$ cat src/rtl/int_wb_merge_if.sv
`default_nettype none
// ============================================================================
// Interface : int_wb_merge_if
// Purpose   : Pipeline/divider result inputs and merged write-back outputs
//             of int_wb_merge.
// Revision  : 1.0
// ============================================================================
interface int_wb_merge_if #(
    parameter int WIDTH = 32
);
    logic             clear;
    logic             pipe_valid;
    logic             pipe_we;
    logic [4:0]       pipe_rd;
    logic [WIDTH-1:0] pipe_data;
    logic             div_done;
    logic [4:0]       div_rd;
    logic [WIDTH-1:0] div_result;
    logic [4:0]       div_busy_rd;
    logic             div_stall;
    logic [4:0]       rs1;
    logic [4:0]       rs2;
    logic             wb_valid;
    logic [4:0]       wb_rd;
    logic [WIDTH-1:0] wb_data;
    logic             pipe_hold;
    logic             raw_hazard;
    logic             buf_full;

    modport master (
        output clear, pipe_valid, pipe_we, pipe_rd, pipe_data,
        output div_done, div_rd, div_result, div_busy_rd, div_stall,
        output rs1, rs2,
        input  wb_valid, wb_rd, wb_data, pipe_hold, raw_hazard, buf_full
    );

    modport slave (
        input  clear, pipe_valid, pipe_we, pipe_rd, pipe_data,
        input  div_done, div_rd, div_result, div_busy_rd, div_stall,
        input  rs1, rs2,
        output wb_valid, wb_rd, wb_data, pipe_hold, raw_hazard, buf_full
    );
endinterface
`default_nettype wire

$ cat src/rtl/int_wb_merge.sv
`default_nettype none
// ============================================================================
// Module    : int_wb_merge
// Purpose   : Merges main-pipeline results and buffered divider results onto
//             a single register-file write port with anti-starvation.
// Revision  : 1.0
// ============================================================================
module int_wb_merge #(
    parameter int WIDTH      = 32,
    parameter int DEPTH      = 2,
    parameter int STARVE_MAX = 4
) (
    input wire            clk,
    input wire            rst,
    int_wb_merge_if.slave bus
);
    localparam int c_PTR_W = $clog2(DEPTH);
    localparam int c_CNT_W = c_PTR_W + 1;
    localparam int c_STV_W = $clog2(STARVE_MAX + 1);
    localparam logic [c_CNT_W-1:0] c_DEPTH      = c_CNT_W'(DEPTH);
    localparam logic [c_STV_W-1:0] c_STARVE_MAX = c_STV_W'(STARVE_MAX);

    logic [4:0]         r_fifo_rd   [DEPTH];
    logic [WIDTH-1:0]   r_fifo_data [DEPTH];
    logic [c_PTR_W-1:0] r_rd_ptr;
    logic [c_PTR_W-1:0] r_wr_ptr;
    logic [c_CNT_W-1:0] r_count;
    logic [c_STV_W-1:0] r_starve;
    logic               r_wb_valid;
    logic [4:0]         r_wb_rd;
    logic [WIDTH-1:0]   r_wb_data;

    logic             w_empty;
    logic             w_full;
    logic             w_pipe_cand;
    logic             w_force;
    logic             w_sel_fifo;
    logic             w_sel_pipe;
    logic             w_push;
    logic [DEPTH-1:0] w_hit_rs1;
    logic [DEPTH-1:0] w_hit_rs2;
    logic             w_raw_rs1;
    logic             w_raw_rs2;

    assign w_empty     = (r_count == '0);
    assign w_full      = (r_count == c_DEPTH);
    assign w_pipe_cand = bus.pipe_valid && bus.pipe_we && (bus.pipe_rd != 5'd0);
    assign w_force     = !w_empty && (r_starve == c_STARVE_MAX);

    // The buffer wins when starved, when full against the pipe, or when the pipe is idle.
    assign w_sel_fifo  = w_force || (w_full && w_pipe_cand) || (!w_pipe_cand && !w_empty);
    assign w_sel_pipe  = w_pipe_cand && !w_sel_fifo;

    assign w_push = bus.div_done && (bus.div_rd != 5'd0) && !bus.clear && (!w_full || w_sel_fifo);

    for (genvar i = 0; i < DEPTH; i++) begin : g_entry
        logic [c_PTR_W-1:0] w_age;
        logic               w_live;
        assign w_age        = c_PTR_W'(i) - r_rd_ptr;
        assign w_live       = ({1'b0, w_age} < r_count);
        assign w_hit_rs1[i] = w_live && (r_fifo_rd[i] == bus.rs1);
        assign w_hit_rs2[i] = w_live && (r_fifo_rd[i] == bus.rs2);
    end

    assign w_raw_rs1 = (bus.rs1 != 5'd0) &&
                       ((|w_hit_rs1) ||
                        (bus.div_stall && (bus.div_busy_rd == bus.rs1)) ||
                        (bus.div_done  && (bus.div_rd      == bus.rs1)));
    assign w_raw_rs2 = (bus.rs2 != 5'd0) &&
                       ((|w_hit_rs2) ||
                        (bus.div_stall && (bus.div_busy_rd == bus.rs2)) ||
                        (bus.div_done  && (bus.div_rd      == bus.rs2)));

    always_ff @(posedge clk or negedge rst) begin
        if (!rst) begin
            r_rd_ptr   <= '0;
            r_wr_ptr   <= '0;
            r_count    <= '0;
            r_starve   <= '0;
            r_wb_valid <= 1'b0;
            r_wb_rd    <= 5'd0;
            r_wb_data  <= '0;
        end else if (bus.clear) begin
            r_rd_ptr   <= '0;
            r_wr_ptr   <= '0;
            r_count    <= '0;
            r_starve   <= '0;
            r_wb_valid <= 1'b0;
        end else begin
            if (w_sel_fifo) begin
                r_rd_ptr <= r_rd_ptr + 1'b1;
            end
            if (w_push) begin
                r_wr_ptr <= r_wr_ptr + 1'b1;
            end
            r_count <= r_count + {{c_PTR_W{1'b0}}, w_push} - {{c_PTR_W{1'b0}}, w_sel_fifo};

            // A non-empty buffer that is not popped has lost to the pipe.
            if (w_sel_fifo || w_empty) begin
                r_starve <= '0;
            end else if (r_starve != c_STARVE_MAX) begin
                r_starve <= r_starve + 1'b1;
            end

            if (w_sel_fifo) begin
                r_wb_valid <= 1'b1;
                r_wb_rd    <= r_fifo_rd[r_rd_ptr];
                r_wb_data  <= r_fifo_data[r_rd_ptr];
            end else if (w_sel_pipe) begin
                r_wb_valid <= 1'b1;
                r_wb_rd    <= bus.pipe_rd;
                r_wb_data  <= bus.pipe_data;
            end else begin
                r_wb_valid <= 1'b0;
            end
        end
    end

    always_ff @(posedge clk) begin
        if (w_push) begin
            r_fifo_rd[r_wr_ptr]   <= bus.div_rd;
            r_fifo_data[r_wr_ptr] <= bus.div_result;
        end
    end

    assign bus.wb_valid   = r_wb_valid;
    assign bus.wb_rd      = r_wb_rd;
    assign bus.wb_data    = r_wb_data;
    assign bus.pipe_hold  = w_pipe_cand && w_sel_fifo;
    assign bus.raw_hazard = w_raw_rs1 || w_raw_rs2;
    assign bus.buf_full   = w_full;
endmodule
`default_nettype wire

$ cat src/flat_wrapper.sv
// flat-port wrapper written by rule: the top's interface ports become plain ports
module int_wb_merge_flat 
#(
    parameter int WIDTH      = 32,
    parameter int DEPTH      = 2,
    parameter int STARVE_MAX = 4
)
  (clk, rst, bus_clear, bus_pipe_valid, bus_pipe_we, bus_pipe_rd, bus_pipe_data, bus_div_done, bus_div_rd, bus_div_result, bus_div_busy_rd, bus_div_stall, bus_rs1, bus_rs2, bus_wb_valid, bus_wb_rd, bus_wb_data, bus_pipe_hold, bus_raw_hazard, bus_buf_full);
  int_wb_merge_if #(.WIDTH(WIDTH)) bus_i ();
  input wire clk;
  input wire rst;
  input wire logic [$bits(bus_i.clear)-1:0] bus_clear;
  input wire logic [$bits(bus_i.pipe_valid)-1:0] bus_pipe_valid;
  input wire logic [$bits(bus_i.pipe_we)-1:0] bus_pipe_we;
  input wire logic [$bits(bus_i.pipe_rd)-1:0] bus_pipe_rd;
  input wire logic [$bits(bus_i.pipe_data)-1:0] bus_pipe_data;
  input wire logic [$bits(bus_i.div_done)-1:0] bus_div_done;
  input wire logic [$bits(bus_i.div_rd)-1:0] bus_div_rd;
  input wire logic [$bits(bus_i.div_result)-1:0] bus_div_result;
  input wire logic [$bits(bus_i.div_busy_rd)-1:0] bus_div_busy_rd;
  input wire logic [$bits(bus_i.div_stall)-1:0] bus_div_stall;
  input wire logic [$bits(bus_i.rs1)-1:0] bus_rs1;
  input wire logic [$bits(bus_i.rs2)-1:0] bus_rs2;
  output wire logic [$bits(bus_i.wb_valid)-1:0] bus_wb_valid;
  output wire logic [$bits(bus_i.wb_rd)-1:0] bus_wb_rd;
  output wire logic [$bits(bus_i.wb_data)-1:0] bus_wb_data;
  output wire logic [$bits(bus_i.pipe_hold)-1:0] bus_pipe_hold;
  output wire logic [$bits(bus_i.raw_hazard)-1:0] bus_raw_hazard;
  output wire logic [$bits(bus_i.buf_full)-1:0] bus_buf_full;
  assign bus_i.clear = bus_clear;
  assign bus_i.pipe_valid = bus_pipe_valid;
  assign bus_i.pipe_we = bus_pipe_we;
  assign bus_i.pipe_rd = bus_pipe_rd;
  assign bus_i.pipe_data = bus_pipe_data;
  assign bus_i.div_done = bus_div_done;
  assign bus_i.div_rd = bus_div_rd;
  assign bus_i.div_result = bus_div_result;
  assign bus_i.div_busy_rd = bus_div_busy_rd;
  assign bus_i.div_stall = bus_div_stall;
  assign bus_i.rs1 = bus_rs1;
  assign bus_i.rs2 = bus_rs2;
  assign bus_wb_valid = bus_i.wb_valid;
  assign bus_wb_rd = bus_i.wb_rd;
  assign bus_wb_data = bus_i.wb_data;
  assign bus_pipe_hold = bus_i.pipe_hold;
  assign bus_raw_hazard = bus_i.raw_hazard;
  assign bus_buf_full = bus_i.buf_full;
  int_wb_merge #(.WIDTH(WIDTH), .DEPTH(DEPTH), .STARVE_MAX(STARVE_MAX)) u_core (.clk(clk), .rst(rst), .bus(bus_i));
endmodule
$ cat config.mk
export PLATFORM = sky130hd
export DESIGN_NAME = int_wb_merge_flat
export DESIGN_NICKNAME = d
export VERILOG_FILES = /design/src/rtl/int_wb_merge_if.sv /design/src/rtl/int_wb_merge.sv /design/src/flat_wrapper.sv
export SDC_FILE = /design/constraint.sdc
export NUM_CORES = 1
export LEC_CHECK = 0
export CAP_MARGIN = 0
export CORE_MARGIN = 5
export CORE_UTILIZATION = 45
export CTS_CLUSTER_DIAMETER = 150
export DETAILED_ROUTE_END_ITERATION = 10
export MAX_ROUTING_LAYER = met4
export PLACE_DENSITY = 0.8
export SLEW_MARGIN = 10
export SYNTH_ARGS = -nofsm -noshare
export SYNTH_HDL_FRONTEND = slang
export SYNTH_SLANG_ARGS = --single-unit
$ cat constraint.sdc
create_clock -name clk -period 4.2 [get_ports clk]
set_input_delay 0.42 -clock clk [delete_from_list [all_inputs] [get_ports clk]]
set_output_delay 0.42 -clock clk [all_outputs]
set_load 0.01 [all_outputs]
Yosys cells after proc, flatten, opt, wreduce, memory -nomap -nowiden --
Memory sizes are Yosys's and may differ from the RTL's. Index checks and enable logic that the tools add are counted.
Word-level totals: input bits 96, flip-flop bits (word level) 45, logic and storage cells 93, memories kept 2, memory bits (writable) 74
Cells by class: bitwise operators 1, reductions and logical operators 46, $add $sub $neg 7, equality and inequality tests 11, mux-type cells 17, order comparisons 2
Memories:
- u_core.r_fifo_data | depth 2, bits a word 32, read ports 1, clocked after memory_dff 0, wr ports 1, RTL line int_wb_merge.sv:24 | logic [WIDTH-1:0] r_fifo_data [DEPTH];
- u_core.r_fifo_rd | depth 2, bits a word 5, read ports 3, clocked after memory_dff 0, wr ports 1, RTL line int_wb_merge.sv:23 | logic [4:0] r_fifo_rd [DEPTH];
Operator list (number):
- 2-to-1 mux 32 bit | 2
- == test 5 bit | 8
- logical AND 1 bit | 20
- nonzero test 5 bit | 4
- 2-to-1 mux 5 bit | 2
- logical OR 1 bit | 9
- 2-to-1 mux 1 bit | 9
- 2-to-1 mux 3 bit | 3
- nonzero test 2 bit | 3
- zero test 1 bit | 5
- less-than comparator 1 x 2 -> 1 bit | 2
- OR reduction 2 bit | 2
- adder 3 x 1 -> 3 bit, second input constant | 1
- == test 3 bit, second input constant | 1
- != test 3 bit, second input constant | 1
- nonzero test 3 bit | 1
- adder 1 bit, second input constant | 2
- adder 2 x 1 -> 2 bit | 1
- == test 2 bit, second input constant | 1
- zero test 2 bit | 1
- 2-to-1 mux 2 bit | 1
- AND reduction 2 bit | 1
- subtractor 1 bit, first input constant | 2
- subtractor 2 x 1 -> 2 bit | 1
- NOT 1 bit | 1

Logic depth before layout (Yosys ltp) --
depth in word-level cells 10, gate-level depth with buffers 9, depth with buffers taken out 9

Worst setup path before layout --
Ideal clock, no wire load.
kind input to register, start point input bus_clear, end point memory u_core.r_fifo_data[0][0], enable pin, path buffers 1, arrival time 3.209 ns, setup slack 0.514 ns, cell stages on the path 2, cell sequence clkbuf_1 nor3_1
Between the ends: word-level cells in the longest chain between the ends 5
RTL lines:
- start, declared | RTL line flat_wrapper.sv:12 | input wire logic [$bits(bus_i.clear)-1:0] bus_clear;
- zero test 1 bit | RTL line int_wb_merge.sv:54 | assign w_push = bus.div_done && (bus.div_rd != 5'd0) && !bus.clear && (!w_full || w_sel_fifo);
- logical AND 1 bit (2 in series) | RTL line int_wb_merge.sv:54
- 2-to-1 mux 1 bit | RTL line int_wb_merge.sv:120 | if (w_push) begin
- 2-to-1 mux 1 bit (implied by the code) | RTL line int_wb_merge.sv:122 | r_fifo_data[r_wr_ptr] <= bus.div_result;
- end, declared | RTL line int_wb_merge.sv:24
Every way passes these cells.

Final worst setup path --
start point register u_core.r_rd_ptr, end point output bus_raw_hazard
Between the ends: word-level cells in the longest chain between the ends 8, elaborated cells between the ends (all ways) 17, those cells by class add/sub: 2; order compare: 2; reduce/logical: 13
RTL lines:
- start, declared | RTL line int_wb_merge.sv:25 | logic [c_PTR_W-1:0] r_rd_ptr;
- start signal, assigned | RTL line int_wb_merge.sv:91 | r_rd_ptr <= r_rd_ptr + 1'b1;
- subtractor 1 bit | RTL line int_wb_merge.sv:59 | assign w_age = c_PTR_W'(i) - r_rd_ptr;
- less-than comparator 1 x 2 -> 1 bit | RTL line int_wb_merge.sv:60 | assign w_live = ({1'b0, w_age} < r_count);
- logical AND 1 bit (on tied branches) | RTL line int_wb_merge.sv:61, int_wb_merge.sv:62
- OR reduction 2 bit (on tied branches) | RTL line int_wb_merge.sv:66, int_wb_merge.sv:70
- logical OR 1 bit (on tied branches) | RTL line int_wb_merge.sv:66, int_wb_merge.sv:70
- logical OR 1 bit (on tied branches) | RTL line int_wb_merge.sv:67, int_wb_merge.sv:71
- logical AND 1 bit (on tied branches) | RTL line int_wb_merge.sv:65, int_wb_merge.sv:69
- logical OR 1 bit (*) | RTL line int_wb_merge.sv:130 | assign bus.raw_hazard = w_raw_rs1 || w_raw_rs2;
- end, declared | RTL line flat_wrapper.sv:28 | output wire logic [$bits(bus_i.raw_hazard)-1:0] bus_raw_hazard;
Every way passes the cells marked *; elsewhere a longest branch is shown, timed or not.

==> results.cfg <==
[min_path]
hold_class = in2async

[place]
port-buffer-count = 136
routabilityCongestion = 0.888
hpwl_um = 8830

[setup_path]
required_ns = 3.78
r2r_slack_ns = 2.26
r2r_start = u_core.r_rd_ptr$_DFFE_PN0P_
crit_fanout = 35
crit_arrival_ns = 2.97
r2r-end = u_core.bus.wb_data[13]$_DFFE_PN0P_
r2r_cells = 4
endpoint_kind = primary output
crit_type = reg2out
cp-start-kind = flip-flop

[sta]
worst_pin_slew_ns = 0.945
post-route-period-util = 0.808
slew_violations = 0
finalSetupTns_ns = 0
fmax_mhz = 295
period_needed_ns = 3.39
slew_headroom = 0.370
rsz0062_at_grt = false
hold_slack_ns = 0.0422
skew_ns = 0.00824
setup_viol = 0
hold_viol = 0

[route]
wl_um = 13000
ant_nets = 0
vias_per_cell = 5.31
routedWlPerCell_um = 17.9
drt_first_pass_iters = 4
num_vias = 3865
drc = 0
dr.first_iter.drc_count = 197

[clock_network]
path_clk_slew_ns = 0.06
cts_buffer_depth = 2
clock-sinks = 119
cts_tree = yes
cts_buffers = 17
cts_setup_buffers = 0
cts.repair.resized = 0
root_buffer = clkbuf_16
hold_buffers = 0
clock_latency_ns = 0.40
htree_levels = 4

[floorplan]
row_count = 40
initial_core_util = 0.458
die_x_um = 120
num_io_pins = 137
core_um2 = 12000
dieArea_um2 = 14500
fp.dieH_um = 120

[layout]
nFillCells = 954
final_nets = 667
syn2layout_area_growth_pct = 36.1
antennaDiodeCount = 0
drive_gt1_frac = 0.114

[power_and_ir_drop]
leakage_nw = 2.74
vdd_ir_drop_max_mv = 0.303
p_per_area_nw_per_um2 = 451

[synthesis]
netlist-cell-type-count = 38
synth-async-reset-ratio = 0.378
ys_seq_area_frac = 0.612
synth_area_per_cell_um2 = 12.3
synth.net_count = 543
syn_inst = 444
netlist_area_um2 = 5480
synth_edf_count = 74
ys_ff_latch = 119
synth_warnings = 0
dominantRegCellSynth = edfxtp_1

[global_route]
grt_usage = 0.193
grt_pass1_vias = 4181
antenna_found_initial = 0
grt-ovfl-total = 0
grt_pass1_wl_um = 21100
grt_max_degree = 46

[job]
max_cap_violations = 0

[outcome]
status = finished clean
==> metal layers <==
metal	up-vias	global-route usage	part of all wire
li1	1851	-	-
met1	1869	0.226	0.42
met2	129	0.325	0.50
met3	16	0.0533	0.068
met4	0	0.0602	0.013
met5	-	-	0
==> logic make-up after synthesis <==
kind of cell / Yosys count / share of synthesized area
AND/OR/NAND/NOR: 157 / 0.140
multiplexers: 1 / 0.00183
flip-flops: 119 / 0.612
adder cells (fa/ha/maj): 3 / 0.00686
buffers and inverters: 39 / 0.0384
AO/OA/AOI/OAI: 83 / 0.134
XOR/XNOR: 42 / 0.0672
==> power breakdown <==
| part | switching [mW] | internal [mW] |
|---|---|---|
| clock network | 0.548 | 0.825 |
| logic | 0.257 | 0.307 |
| registers | 0.0601 | 1.36 |
==> worst max path at each step <==
stage	endpoint	slack, ns	from
2_1_floorplan	u_core.r_fifo_data[0][0]$_DFFE_PP_	0.51	bus_clear
3_3_place_gp	bus_pipe_hold	1.04	bus_pipe_rd[1]
3_5_place_dp	bus_pipe_hold	1.01	bus_pipe_rd[1]
4_1_cts	bus_raw_hazard	0.81	u_core.r_rd_ptr$_DFFE_PN0P_
5_1_grt	bus_raw_hazard	0.65	u_core.r_rd_ptr$_DFFE_PN0P_
6_report	bus_raw_hazard	0.81	u_core.r_rd_ptr$_DFFE_PN0P_
==> cells in the final DEF (no fill, tap or decap), drive strengths merged <==
| cell | count |
|---|---|
| xnor2 | 16 |
| nand2 | 44 |
| or2 | 2 |
| buf | 5 |
| dfrtp | 45 |
| o31ai | 37 |
| o211ai | 1 |
| or4 | 5 |
| a21o | 1 |
| xor2 | 26 |
| clkdlybuf4s50 | 135 |
| nor4 | 7 |
| edfxtp | 74 |
| nor4b | 1 |
| a21oi | 3 |
| o21ai | 2 |
| clkinv | 5 |
| a211oi | 37 |
| nor3 | 5 |
| mux2i | 1 |
| bufinv | 1 |
| clkinvlp | 3 |
| nand2b | 1 |
| nor3b | 1 |
| nor2 | 45 |
| and3 | 4 |
| clkbuf | 17 |
| o22ai | 1 |
| ha | 3 |
| inv | 10 |
| nor2b | 39 |
| and2 | 1 |
| o21a | 1 |
| nand4 | 2 |
==> area by class of cell <==
type                    count  area, um^2  area share
flip-flops and latches    119        3350       0.450
multi-input cells         286        1930       0.259
repair buffers            140        1400       0.188
clock buffers              17         425      0.0571
well taps                 147         184      0.0247
clock inverters            15         144      0.0193
inverters                   4        15.0     0.00202
==> through the flow <==
stage / cells / utilization / cell area [um^2] / power, mW / setup WS [ns]
after floorplan: 444 / - / 5480 / 1.69 / 0.514
after global placement: 696 / 0.575 / 6880 / 1.99 / 1.04
after detailed placement: 696 / 0.575 / 6880 / 2.01 / 1.01
after CTS: 728 / 0.623 / 7450 / 3.39 / 0.806
after global routing: 728 / 0.623 / 7450 / 3.51 / 0.653
final: 728 / 0.623 / 7450 / 3.36 / 0.807
==> synth_stat cells, types with 2 or more instances <==
cell type	instances	area, um^2
buf_4	2	15.0
a21oi_1	3	15.0
buf_1	2	7.51
edfxtp_1	74	2220
and3_1	4	25.0
or4_1	4	30.0
a211oi_1	29	218
xor2_1	26	228
nor2_1	45	169
buf_6	3	33.8
a211oi_2	8	100
o31ai_2	12	150
nor3_1	5	25.0
buf_8	2	30.0
or2_2	2	12.5
xnor2_1	16	140
nor4_1	7	43.8
clkbuf_1	17	63.8
ha_1	3	37.5
inv_1	4	15.0
o31ai_1	25	188
nand4_1	2	12.5
nor2b_1	39	244
buf_2	9	45.0
nand2_1	44	165
dfrtp_1	45	1130
==> flip-flops by register name (all words and copies together), names as in the netlist <==
name,count
u_core.r_fifo_data,64
u_core.bus.wb_data,32
u_core.r_fifo_rd,10
u_core.bus.wb_rd,5
u_core.r_starve,3
u_core.r_count,2
u_core.bus.wb_valid,1
u_core.r_rd_ptr,1
u_core.r_wr_ptr,1
==> critical path, cell delays in order (launching register included) <==
cell             delay, ns
dfrtp_2               0.81
a21oi_1               0.20
or4_1                 0.53
nor3_1                0.19
nor4_1                0.08
o22ai_1               0.20
clkdlybuf4s50_1       0.57
No activity file was read; power rests on OpenSTA's default activity.
==> RTL change: new RTL, config.mk and constraints unchanged <==
`STARVE_MAX` is set to 4 in 2 places; all go to 8.
--- a/src/rtl/int_wb_merge.sv
+++ b/src/rtl/int_wb_merge.sv
@@ -10,3 +10,3 @@
     parameter int DEPTH      = 2,
-    parameter int STARVE_MAX = 4
+    parameter int STARVE_MAX = 8
 ) (
--- a/src/flat_wrapper.sv
+++ b/src/flat_wrapper.sv
@@ -5,3 +5,3 @@
     parameter int DEPTH      = 2,
-    parameter int STARVE_MAX = 4
+    parameter int STARVE_MAX = 8
 )
Function: changed (a bounded check fails within 10 cycles, from zero or initial values and one cycle with rst low).
==> RTL change against the original RTL <==
- combinational power barely moved
- synthesized area fell by 0.69%
- sequential share of layout area rose by 0.21 points
- count of clock-buffer cells in the layout rose by 4
- largest cell class unchanged
- wire length barely moved
- largest power group is now the clock network
- sequential cell count rose by 1
- clock skew rose by 8.0 ps
- maximum frequency rose by 7.2%
- die area fell by 0.63%
- critical path type unchanged
- design area rose by 0.29%
- total power rose by 3.5%
- critical path depth did not move
- setup slack improved by 230 ps
==> RTL change: results (changes against the original RTL) <==
- Area of the multi-input gates: 0.001887 sq mm (-2.3%)
- Commonest cells post-synth: edfxtp_1 (74), dfrtp_1 (46), nand2_1 (41)
- CP max FO: 14 (-60%)
- Clock-cell share of area: 8.121% (+0.48 points)
- Synth unique cells: 35 (-7.9%)
- Leak: 2.672 nW (-2.5%)
- Metal1 wirelength: 5607 microns (+2.4%)
- R2R Path Start: u_core.r_starve[0]
- Drt wl/cell: 18.73 microns (+4.9%)
- DR iter-0 viols: 281 (+43%)
- FF+latch count, synth: 120 (+0.84%)
- Finished Layout Cells: 694 (-4.7%)
- Syn nets: 506 (-6.8%)
- Post-Synth Adder-Cell Area: 0.6903% (+0.0047 points)
- Slew Limit Headroom: 34.50% (-2.5 points)
- Fillers: 918 (-3.8%)
- Sw power: 828.9 uW (-4.3%)
- Share of cells above drive strength 1: 11.88% (+0.52 points)
- Post-synthesis sequential area ratio: 62.03% (+0.88 points)
- Post-DP HPWL: 8853 microns (+0.25%)
- Worst vdd ir: 287.0 uV (-5.3%)
- Status: completed
- Buffering overhead: 18.75% (-0.054 points)
- CLK BUF: 21 (+4)
- Slew @ Worst Pin: 982.4 ps (+36.98 ps)
- Critical path arrival: 2750 ps (-220 ps)
- Vias: 3,754 (-2.9%)
- Total GRT Usage: 19.05% (-0.22 points)
- Xor/xnor cell area share of the yosys netlist: 7.248% (+0.53 points)
- #MultiIn Comb: 248 (-13%)
- Largest cells by area after synthesis: edfxtp_1 (41%), dfrtp_1 (21%), mux2i_1 (6.8%), xor2_1 (4.3%), nand3_2 (3.7%)
- Mux cell area share after synthesis: 6.811% (+6.6 points)
- Clock Power Share: 42.2% (+1.3 points)
- Met2 wire length: 6450 microns (-0.28%)
- Global Route met3 Usage: 6.173% (+0.84 points)
- Pin count of the biggest net entering global routing: 76 (+65%)
- R2R depth: 7 (+3)
- Worst reg-to-reg setup slack: 1890 ps (-370 ps)
- Vias in the first global route: 3,955 (-5.4%)
- Async set-or-reset flop fraction in the synthesized netlist: 38.33% (+0.52 points)
- Worst reg2reg endpoint: u_core.bus.wb_data[1]
RTL change: cell types whose count changed after synthesis, moves of 12 or more:
cell / delta
o31ai_2: -12
a211oi_1: -29
nand3_1: +18
o311ai_0: +16
nor2b_1: -37
o311ai_1: +20
nand3_2: +20
nor2_1: -33
mux2i_1: +36
o31ai_1: -25
RTL change: cell families after synthesis:
kind of cell               after synthesis
DFF                                    120
muxes                                   37
xor gates and xnor gates                45
buffers and inverters                   39
adders and majority gates                3
AOI/OAI and AO/OA                       46
and+or+nand+nor                        117
RTL change: worst max-delay path: stages (launching register included):
cell             delay, ps
dfrtp_2                620
a21oi_1                180
or4_1                  520
nor3_1                 200
nor4_1                  90
o22ai_1                170
clkdlybuf4s50_1        550
RTL change: metrics by stage:
stage	setup slack [ps]	hold WS [ps]	cell area, sq um
after floorplan	532.9	124.4	5438
after global routing	871.0	151.6	7472
after detailed placement	1070	481.6	6865
final	1035	107.8	7472
after CTS	991.3	124.4	7472
after global placement	1105	467.3	6865
